File: config.mk
export PLATFORM = sky130hd
export DESIGN_NAME = ula_seq
export DESIGN_NICKNAME = d
export VERILOG_FILES = /design/src/rtl/ula_pkg.sv /design/src/rtl/ula_seq.sv
export SDC_FILE = /design/constraint.sdc
export NUM_CORES = 1
export LEC_CHECK = 0
export ABC_AREA = 1
export ABC_CLOCK_PERIOD_IN_PS = 3200
export BUFFER_PORTS_ARGS = -buffer_cell sky130_fd_sc_hd__buf_4
export CAP_MARGIN = 15
export CORE_ASPECT_RATIO = 1.75
export CORE_MARGIN = 10
export CORE_UTILIZATION = 47
export DETAILED_ROUTE_END_ITERATION = 8
export HOLD_SLACK_MARGIN = 0.1
export MAX_ROUTING_LAYER = met4
export PLACE_DENSITY = 0.76
export SLEW_MARGIN = 20
export SYNTH_ARGS = -nofsm -noshare
export SYNTH_HDL_FRONTEND = slang
export SYNTH_SLANG_ARGS = --single-unit
File: constraint.sdc
create_clock -name clk -period 3.2 [get_ports clk]
set_input_delay 0 -clock clk [delete_from_list [all_inputs] [get_ports clk]]
set_output_delay 0 -clock clk [all_outputs]
set_load 0.02 [all_outputs]
File: src/rtl/ula_pkg.sv
// Shared definitions for the ULA datapath and its command sequencer.
package ula_pkg;

  // ULA function codes
  localparam logic [2:0] FUNC_LOADA = 3'd0;
  localparam logic [2:0] FUNC_ADD   = 3'd1;
  localparam logic [2:0] FUNC_SUB   = 3'd2;
  localparam logic [2:0] FUNC_AND   = 3'd3;
  localparam logic [2:0] FUNC_PLUS1 = 3'd4;
  localparam logic [2:0] FUNC_NOT   = 3'd5;
  localparam logic [2:0] FUNC_XOR   = 3'd6;
  localparam logic [2:0] FUNC_COMP  = 3'd7;

  // Sequencer macro-operations; encodings 11..15 are illegal
  typedef enum logic [3:0] {
    OpPass = 4'd0,
    OpAdd  = 4'd1,
    OpSub  = 4'd2,
    OpAnd  = 4'd3,
    OpInc  = 4'd4,
    OpNot  = 4'd5,
    OpXor  = 4'd6,
    OpCmp  = 4'd7,
    OpNeg  = 4'd8,
    OpMul  = 4'd9,
    OpMax  = 4'd10
  } macro_op_e;

  typedef enum logic [2:0] {
    StIdle    = 3'd0,
    StExec    = 3'd1,
    StStep2   = 3'd2,
    StMulLoop = 3'd3,
    StDone    = 3'd4
  } seq_state_e;

  function automatic logic op_legal(logic [3:0] op);
    return op <= 4'd10;
  endfunction

  // ULA function used for the first (EXEC) pass of a macro-op
  function automatic logic [2:0] exec_func(macro_op_e op);
    logic [2:0] f;
    case (op)
      OpAdd:         f = FUNC_ADD;
      OpSub:         f = FUNC_SUB;
      OpAnd:         f = FUNC_AND;
      OpInc:         f = FUNC_PLUS1;
      OpNot, OpNeg:  f = FUNC_NOT;
      OpXor:         f = FUNC_XOR;
      OpCmp, OpMax:  f = FUNC_COMP;
      default:       f = FUNC_LOADA;
    endcase
    return f;
  endfunction

endpackage

File: src/rtl/ula_seq.sv
// Command sequencer for the ULA: runs single- and multi-pass macro-ops and
// returns a registered result word plus qualified flags.
module ula_seq
  import ula_pkg::*;
(
  input  logic        clk,
  input  logic        reset,
  input  logic        cmdValid,
  output logic        cmdReady,
  input  logic [3:0]  cmdOp,
  input  logic [31:0] cmdA,
  input  logic [31:0] cmdB,
  output logic        resValid,
  input  logic        resReady,
  output logic [31:0] resData,
  output logic        resZ,
  output logic        resN,
  output logic        resO,
  output logic        resET,
  output logic        resGT,
  output logic        resLT,
  output logic        resErr,
  output logic [31:0] ulaA,
  output logic [31:0] ulaB,
  output logic [2:0]  func,
  input  logic [31:0] ulaOutput,
  input  logic        ulaZ,
  input  logic        ulaN,
  input  logic        ulaO,
  input  logic        ulaET,
  input  logic        ulaGT,
  input  logic        ulaLT
);

  seq_state_e  state_q, state_d;
  macro_op_e   op_q, op_d;
  logic [7:0]  cnt_q, cnt_d;
  logic [31:0] ula_a_q, ula_a_d, ula_b_q, ula_b_d;
  logic [2:0]  func_q, func_d;
  logic [31:0] data_q, data_d;
  logic        z_q, z_d, n_q, n_d, o_q, o_d;
  logic        et_q, et_d, gt_q, gt_d, lt_q, lt_d;
  logic        err_q, err_d;
  logic        finish;

  // Z/N are derived from the captured result word, not the ULA flags
  logic unused_ula_flags;
  assign unused_ula_flags = ulaZ ^ ulaN;

  // Next-state, ULA drive and result capture
  always_comb begin
    state_d = state_q;
    op_d    = op_q;
    cnt_d   = cnt_q;
    ula_a_d = ula_a_q;
    ula_b_d = ula_b_q;
    func_d  = func_q;
    data_d  = data_q;
    z_d     = z_q;
    n_d     = n_q;
    o_d     = o_q;
    et_d    = et_q;
    gt_d    = gt_q;
    lt_d    = lt_q;
    err_d   = err_q;
    finish  = 1'b0;

    unique case (state_q)
      StIdle: begin
        if (cmdValid) begin
          data_d = '0;
          z_d    = 1'b0;
          n_d    = 1'b0;
          o_d    = 1'b0;
          et_d   = 1'b0;
          gt_d   = 1'b0;
          lt_d   = 1'b0;
          err_d  = 1'b0;
          if (!op_legal(cmdOp)) begin
            // An error result carries no flags, only resErr
            err_d  = 1'b1;
            finish = 1'b1;
          end else begin
            op_d = macro_op_e'(cmdOp);
            if (cmdOp == OpMul) begin
              if (cmdB[7:0] == 8'd0) begin
                z_d    = 1'b1;
                finish = 1'b1;
              end else begin
                // ulaA carries the running accumulator, ulaB the multiplicand
                cnt_d   = cmdB[7:0];
                ula_a_d = '0;
                ula_b_d = cmdA;
                func_d  = FUNC_ADD;
                state_d = StMulLoop;
              end
            end else begin
              ula_a_d = cmdA;
              ula_b_d = cmdB;
              func_d  = exec_func(macro_op_e'(cmdOp));
              state_d = StExec;
            end
          end
        end
      end

      StExec: begin
        unique case (op_q)
          OpNeg: begin
            ula_a_d = ulaOutput;
            ula_b_d = '0;
            func_d  = FUNC_PLUS1;
            state_d = StStep2;
          end
          OpMax: begin
            et_d    = ulaET;
            gt_d    = ulaGT;
            lt_d    = ulaLT;
            ula_a_d = ulaLT ? ula_b_q : ula_a_q;
            ula_b_d = '0;
            func_d  = FUNC_LOADA;
            state_d = StStep2;
          end
          OpCmp: begin
            // ULA output is stale under COMP: report only the relation
            et_d   = ulaET;
            gt_d   = ulaGT;
            lt_d   = ulaLT;
            finish = 1'b1;
          end
          default: begin
            data_d = ulaOutput;
            z_d    = (ulaOutput == '0);
            n_d    = ulaOutput[31];
            o_d    = ((op_q == OpAdd) || (op_q == OpSub)) ? ulaO : 1'b0;
            finish = 1'b1;
          end
        endcase
      end

      StStep2: begin
        data_d = ulaOutput;
        z_d    = (ulaOutput == '0);
        n_d    = ulaOutput[31];
        finish = 1'b1;
      end

      StMulLoop: begin
        o_d   = o_q | ulaO;
        cnt_d = cnt_q - 8'd1;
        if (cnt_q == 8'd1) begin
          data_d = ulaOutput;
          z_d    = (ulaOutput == '0);
          n_d    = ulaOutput[31];
          finish = 1'b1;
        end else begin
          ula_a_d = ulaOutput;
        end
      end

      StDone: begin
        if (resReady) state_d = StIdle;
      end

      default: state_d = StIdle;
    endcase

    // Result complete: park the ULA and present it
    if (finish) begin
      state_d = StDone;
      ula_a_d = '0;
      ula_b_d = '0;
      func_d  = FUNC_LOADA;
    end
  end

  // State and output registers, cleared asynchronously
  always_ff @(posedge clk or posedge reset) begin
    if (reset) begin
      state_q <= StIdle;
      op_q    <= OpPass;
      cnt_q   <= '0;
      ula_a_q <= '0;
      ula_b_q <= '0;
      func_q  <= FUNC_LOADA;
      data_q  <= '0;
      z_q     <= 1'b0;
      n_q     <= 1'b0;
      o_q     <= 1'b0;
      et_q    <= 1'b0;
      gt_q    <= 1'b0;
      lt_q    <= 1'b0;
      err_q   <= 1'b0;
    end else begin
      state_q <= state_d;
      op_q    <= op_d;
      cnt_q   <= cnt_d;
      ula_a_q <= ula_a_d;
      ula_b_q <= ula_b_d;
      func_q  <= func_d;
      data_q  <= data_d;
      z_q     <= z_d;
      n_q     <= n_d;
      o_q     <= o_d;
      et_q    <= et_d;
      gt_q    <= gt_d;
      lt_q    <= lt_d;
      err_q   <= err_d;
    end
  end

  assign cmdReady = (state_q == StIdle) && !reset;
  assign resValid = (state_q == StDone);
  assign resData  = data_q;
  assign resZ     = z_q;
  assign resN     = n_q;
  assign resO     = o_q;
  assign resET    = et_q;
  assign resGT    = gt_q;
  assign resLT    = lt_q;
  assign resErr   = err_q;
  assign ulaA     = ula_a_q;
  assign ulaB     = ula_b_q;
  assign func     = func_q;

endmodule

**Word level (Yosys, flattened, before mapping)**

Memories as Yosys holds them, arrays and structs flattened.
Index checks and enable logic that the tools add are counted.
Widths: inputs -> output; s select.

- $add $sub $neg: 1
- $lt $le $gt $ge: 1
- Equal/unequal tests: 27
- Mux-type cells: 66
- Bitwise gates (word level): 1
- Reductions and logical operators: 26

Operator list:

| operator | number |
|---|---|
| $mux 32 | 16 |
| $pmux 32 s2 | 2 |
| $pmux 32 s4 | 1 |
| $pmux 32 s3 | 1 |
| $mux 3 | 12 |
| $logic_not 32->1 | 1 |
| $mux 8 | 4 |
| $mux 1 | 19 |
| $pmux 8 s2 | 1 |
| $reduce_and 5->1 | 3 |
| $ne 2x2->1 const B | 7 |
| $eq 4x4->1 const B | 3 |
| $ne 3x3->1 const B | 4 |
| $ne 4x4->1 const B | 3 |
| $pmux 1 s4 | 3 |
| $pmux 3 s2 | 2 |
| $pmux 3 s4 | 1 |
| $reduce_and 3->1 | 3 |
| $eq 8x1->1 const B | 1 |
| $logic_not 8->1 | 1 |
| $reduce_bool 4->1 | 2 |
| $sub 8x1->8 const B | 1 |
| $reduce_and 7->1 | 1 |
| $eq 3x2->1 const B | 2 |
| other kinds (22) | 28 |

- Register bits after elaboration: 121
- ROM bits: 48
- Output and inout port bits: 108
- Logic and storage cells: 137
- Memories kept: 1

Memories:

| name | depth | bits a word | rd ports | clocked after Yosys merged registers in | write ports | line | source |
|---|---|---|---|---|---|---|---|
| (name not given) | 16 | 3 | 1 | 0 | 0 | ula_pkg.sv:44 | `case (op)` |

**Depth between registers and ports, before layout**

- Depth in word-level cells: 8
- Gate-level depth with buffers: 11

**Worst setup path before layout**

Ideal clock, no wire load.

- Kind: reg2reg
- Start: reg state_q[0]
- End: reg data_q[0], in the netlist resData[0]
- Library setup time: 0.066 ns
- Data arrival time: 1.565 ns
- Required time: 3.134 ns
- Path slack: 1.569 ns
- Stages on the path, launching flop included: 11
- Path buffers: 1
- Cells stage by stage: dfrtp_1 -> nor2_2 -> nand2_2 -> inv_2 -> nand2_2 -> inv_2 -> a21oi_2 -> nand2_2 -> clkbuf_1 -> nand2_1 -> nand2_1

- Word-level cells in the longest chain between the ends: 3

Ends and longest elaborated chain:

| item | line | source |
|---|---|---|
| from (decl) | ula_seq.sv:35 | `seq_state_e state_q, state_d;` |
| from (signal assigned) | ula_seq.sv:180 | `state_q <= StIdle;` |
| from (signal assigned) | ula_seq.sv:195 | `state_q <= state_d;` |
| $eq 3x2->1, or another cell as far along | ula_seq.sv:68 | `unique case (state_q)` |
| $reduce_bool 4->1 (no line) / $ne 2x2->1 (equally long branches) | - |  |
| $reduce_and 4->1 (no line) | - |  |
| to (signal assigned) | ula_seq.sv:201 | `data_q <= data_d;` |
| to (decl) | ula_seq.sv:40 | `logic [31:0] data_q, data_d;` |

Parallel ways exist; a longest one is shown, timed or not.
A chain may end at the register's enable or synchronous reset.

**Worst setup path after layout**

- Start: in cmdOp[3]
- End: reg ula_b_q[16], in the netlist ulaB[16]

- Word-level cells in the longest chain between the ends: 7

Ends and longest elaborated chain:

| item | line | source |
|---|---|---|
| from (decl) | ula_seq.sv:10 | `input logic [3:0] cmdOp,` |
| branches (longest 7 deep; another with $le 4x4->1) | - |  |
| to (signal assigned) | ula_seq.sv:199 | `ula_b_q <= ula_b_d;` |
| to (decl) | ula_seq.sv:38 | `logic [31:0] ula_a_q, ula_a_d, ula_b_q, ula_b_d;` |

Several ways; the timed one is not identified. The select of a mux whose other input is x is not followed.

==> metrics.txt <==
Pint 5.65 mW; crit-path max cell delay 590 ps; first-pass GRT wire length 43.5 mm; Hold Crit Class in2reg; # clock sinks 120; Nets 1412; Tcrit/Tclk final 0.795; DR WL/cell 19.0 um; Synth top area share 0.447; Clk pin slew, worst setup/hold paths 60 ps; CP Cell Sequence dlygate4sd3_1, buf_4, inv_1, nor2_1, nand3_2, buf_4, nand2_1, a21oi_1, dlygate4sd3_1, nand3_1, nand2_1; Vias 8179; Switch Pwr 5.05 mW; switch share 0.472; post-synthesis cell type count 27; # IOs 218; run status completed; Peak VDD IR 819 uV; Synth Register Bits 120; Initial DRC Count 537; RSZ-0062 raised after global routing no; CTS buffer count 17; HP Start ulaOutput[29]; largest net degree at the start of global routing 70; CP endpoint kind flop; Worst Path Max Fanout 29; Initial Utilization 0.480; max cap viols 0; maximum clock insertion buffer count 2; post-layout min period 2540 ps; PD cells 1040 mW/mm^2; GRT Residual Overflow 0; post-DR vias/cell 5.49; final wirelength 28.3 mm; area grow syn2layout 53.4%; leading area contributor after synthesis dfrtp_1; GP Congestion 0.929; WS Path Type in2reg; worst path buffer plus inverter count 5; Placeable Area 0.0140 mm^2; combinational share of power 0.544; Synth Area in Adders 0.00373; post-synth design cell area 0.00672 mm^2; syn avg cell area 6.80 um^2; initial antenna violation count 1; Yosys warnings 0; post-synthesis async set-or-reset flop share 1.00; sequential share of power 0.257; Clk Latency, worst-skew pair 420 ps; GRT Total Usage 0.294; startpoint types input port; Synth Flop Type dfrtp_1; Fin Setup TNS 0 ps; Die H 178 um; IO buf count 215; CP Launch Point cmdOp[3]; pre-CTS WS 1080 ps; WP data required 3500 ps; drt drc 0; H-tree depth 4; instance count of the mapped netlist 987; post-synthesis xor/xnor area fraction 0.00261; CTS tree yes; Mapped Nets 1099; drt pass-1 iters 8; post-route setup slack 656 ps; clock power share 0.198; Synth area leaders dfrtp_1 (45%), nand2_1 (24%), nand3_1 (8.3%); mux cell area share after synthesis 0; layout cell share with drive strength beyond 1 0.216; Crit-path slowest cell dlygate4sd3_1; measured slew at the worst slew-check pin 927 ps; Die W 110 um; Final ANT Viol Nets 0; Clock Skew 7.26 ps; number of cell rows 57; crit path DAT 2840 ps; simple-gate area share of the yosys netlist 0.369; Power Total 10.7 mW; Slew Limit Fails 0; post-CTS setup buffers 0; max frequency 0.393 GHz; final setup fails 0; vias in the first global route 8374; CP delay by family, top buffers and inverters; largest family of logic cells by synthesized area simple AND/OR/NAND/NOR gates; die footprint 0.0197 mm^2; Worst R2R Start state_q[1]$_DFFE_PP0P_; root buf cell clkbuf_16; number of synthesized flops with an enable pin 0; Slew headroom 0.382; Final HPWL DP 17.9 mm; Final Hold Viols 0; register area share after synthesis 0.447; Synth Area in Compound Gates 0.101; Leak Pwr 5.51 nW
cell usage in the layout (no fill, tap or decap), types with 6 or more instances in the layout:
cell type / n
inv_2: 6
inv_1: 55
buf_4: 230
o21ai_1: 7
dfrtp_1: 120
a21oi_1: 97
clkbuf_16: 17
nand2_1: 432
nor2_1: 49
dlygate4sd3_1: 121
o21ai_0: 22
nand3_1: 111
logic make-up after synthesis:
logic type / Yosys count
AND/OR/NAND/NOR: 611
adder cells (fa/ha/maj): 2
XOR/XNOR: 2
AO/OA/AOI/OAI: 132
buffers and inverters: 120
flip-flops: 120
worst register-to-register path: cells and delay by family, from the launching register on:
| family | cells | cell delay [ps] |
|---|---|---|
| DFF | 1 | 450 |
| buffers and inverters | 3 | 1120 |
| and+or+nand+nor | 4 | 390 |
| AOI/OAI and AO/OA | 1 | 100 |
what timing repair did:
action / CTS / global route
hold buffers: 121 / 0
resized for setup: 0 / 0
endpoints found under the hold margin: 187 / 0
synthesized netlist by cell type (3+ instances only):
library cell and instances:
nand3_1 112, a21oi_1 97, nor2_1 51, o21ai_1 7
buf_4 3, buf_1 4, nand2_1 433, inv_1 56
nand2_2 4, buf_6 3, nor3_1 3, o21ai_0 22
dfrtp_1 120, buf_2 23, inv_2 6, clkbuf_1 25
nor2_2 3
state kept, by name (all words and copies together) (netlist names):
| name | flops |
|---|---|
| func | 3 |
| ulaB | 32 |
| resZ | 1 |
| resLT | 1 |
| state_q | 3 |
| resErr | 1 |
| ulaA | 32 |
| resET | 1 |
| op_q | 4 |
| cnt_q | 8 |
| resData | 32 |
| resO | 1 |
| resGT | 1 |
worst paths after layout:
kind                                      endpoint  slack [ps]  depth (start not counted)
min                        resData[29]$_DFFE_PP0P_         350                          4
max                           ulaB[16]$_DFFE_PP0P_         660                         11
max reg2reg                   ulaB[16]$_DFFE_PP0P_        1010                          8
max in group asynchronous     ulaB[28]$_DFFE_PP0P_        2020                          4
min in group asynchronous      func[1]$_DFFE_PP0P_         380                          3
min reg2reg                    ulaA[6]$_DFFE_PP0P_         480                          2
per-stage QoR:
stage	hold WS (ps)	instance area, um^2	util	instances
finish	355	10300	0.737	1491
global route	376	10300	0.737	1491
CTS	341	10300	0.737	1490
detailed placement	220	8440	0.604	1337
global placement	216	8440	0.604	1337
floorplan	79.8	6720	-	987
area by class of cell:
cell class	instances	area, um^2
Sequential cell	120	3000
Inverter	62	235
Tap cell	177	221
Clock inverter	12	198
Multi-Input combinational cell	747	3240
Clock buffer	20	447
Timing Repair Buffer	352	2960
Antenna cell	1	2.50
Fill cell	1055	3680
power by group through the flow:
stage          registers [mW]  logic [mW]  clock network (mW)
2_1_floorplan            3.40        2.77                   0
3_3_place_gp             2.71        5.43                   0
3_5_place_dp             2.73        5.51                   0
4_1_cts                  2.72        5.73                2.14
5_1_grt                  2.83        6.36                2.20
6_report                 2.75        5.82                2.12
routing by layer:
layer / vias to the layer above / share of wire / global-route usage
li1: 3760 / - / -
met1: 3760 / 0.33 / 0.297
met2: 516 / 0.52 / 0.502
met3: 143 / 0.079 / 0.0506
met4: 0 / 0.067 / 0.194
met5: - / 0 / -
Power figures use the tool's default switching activity.
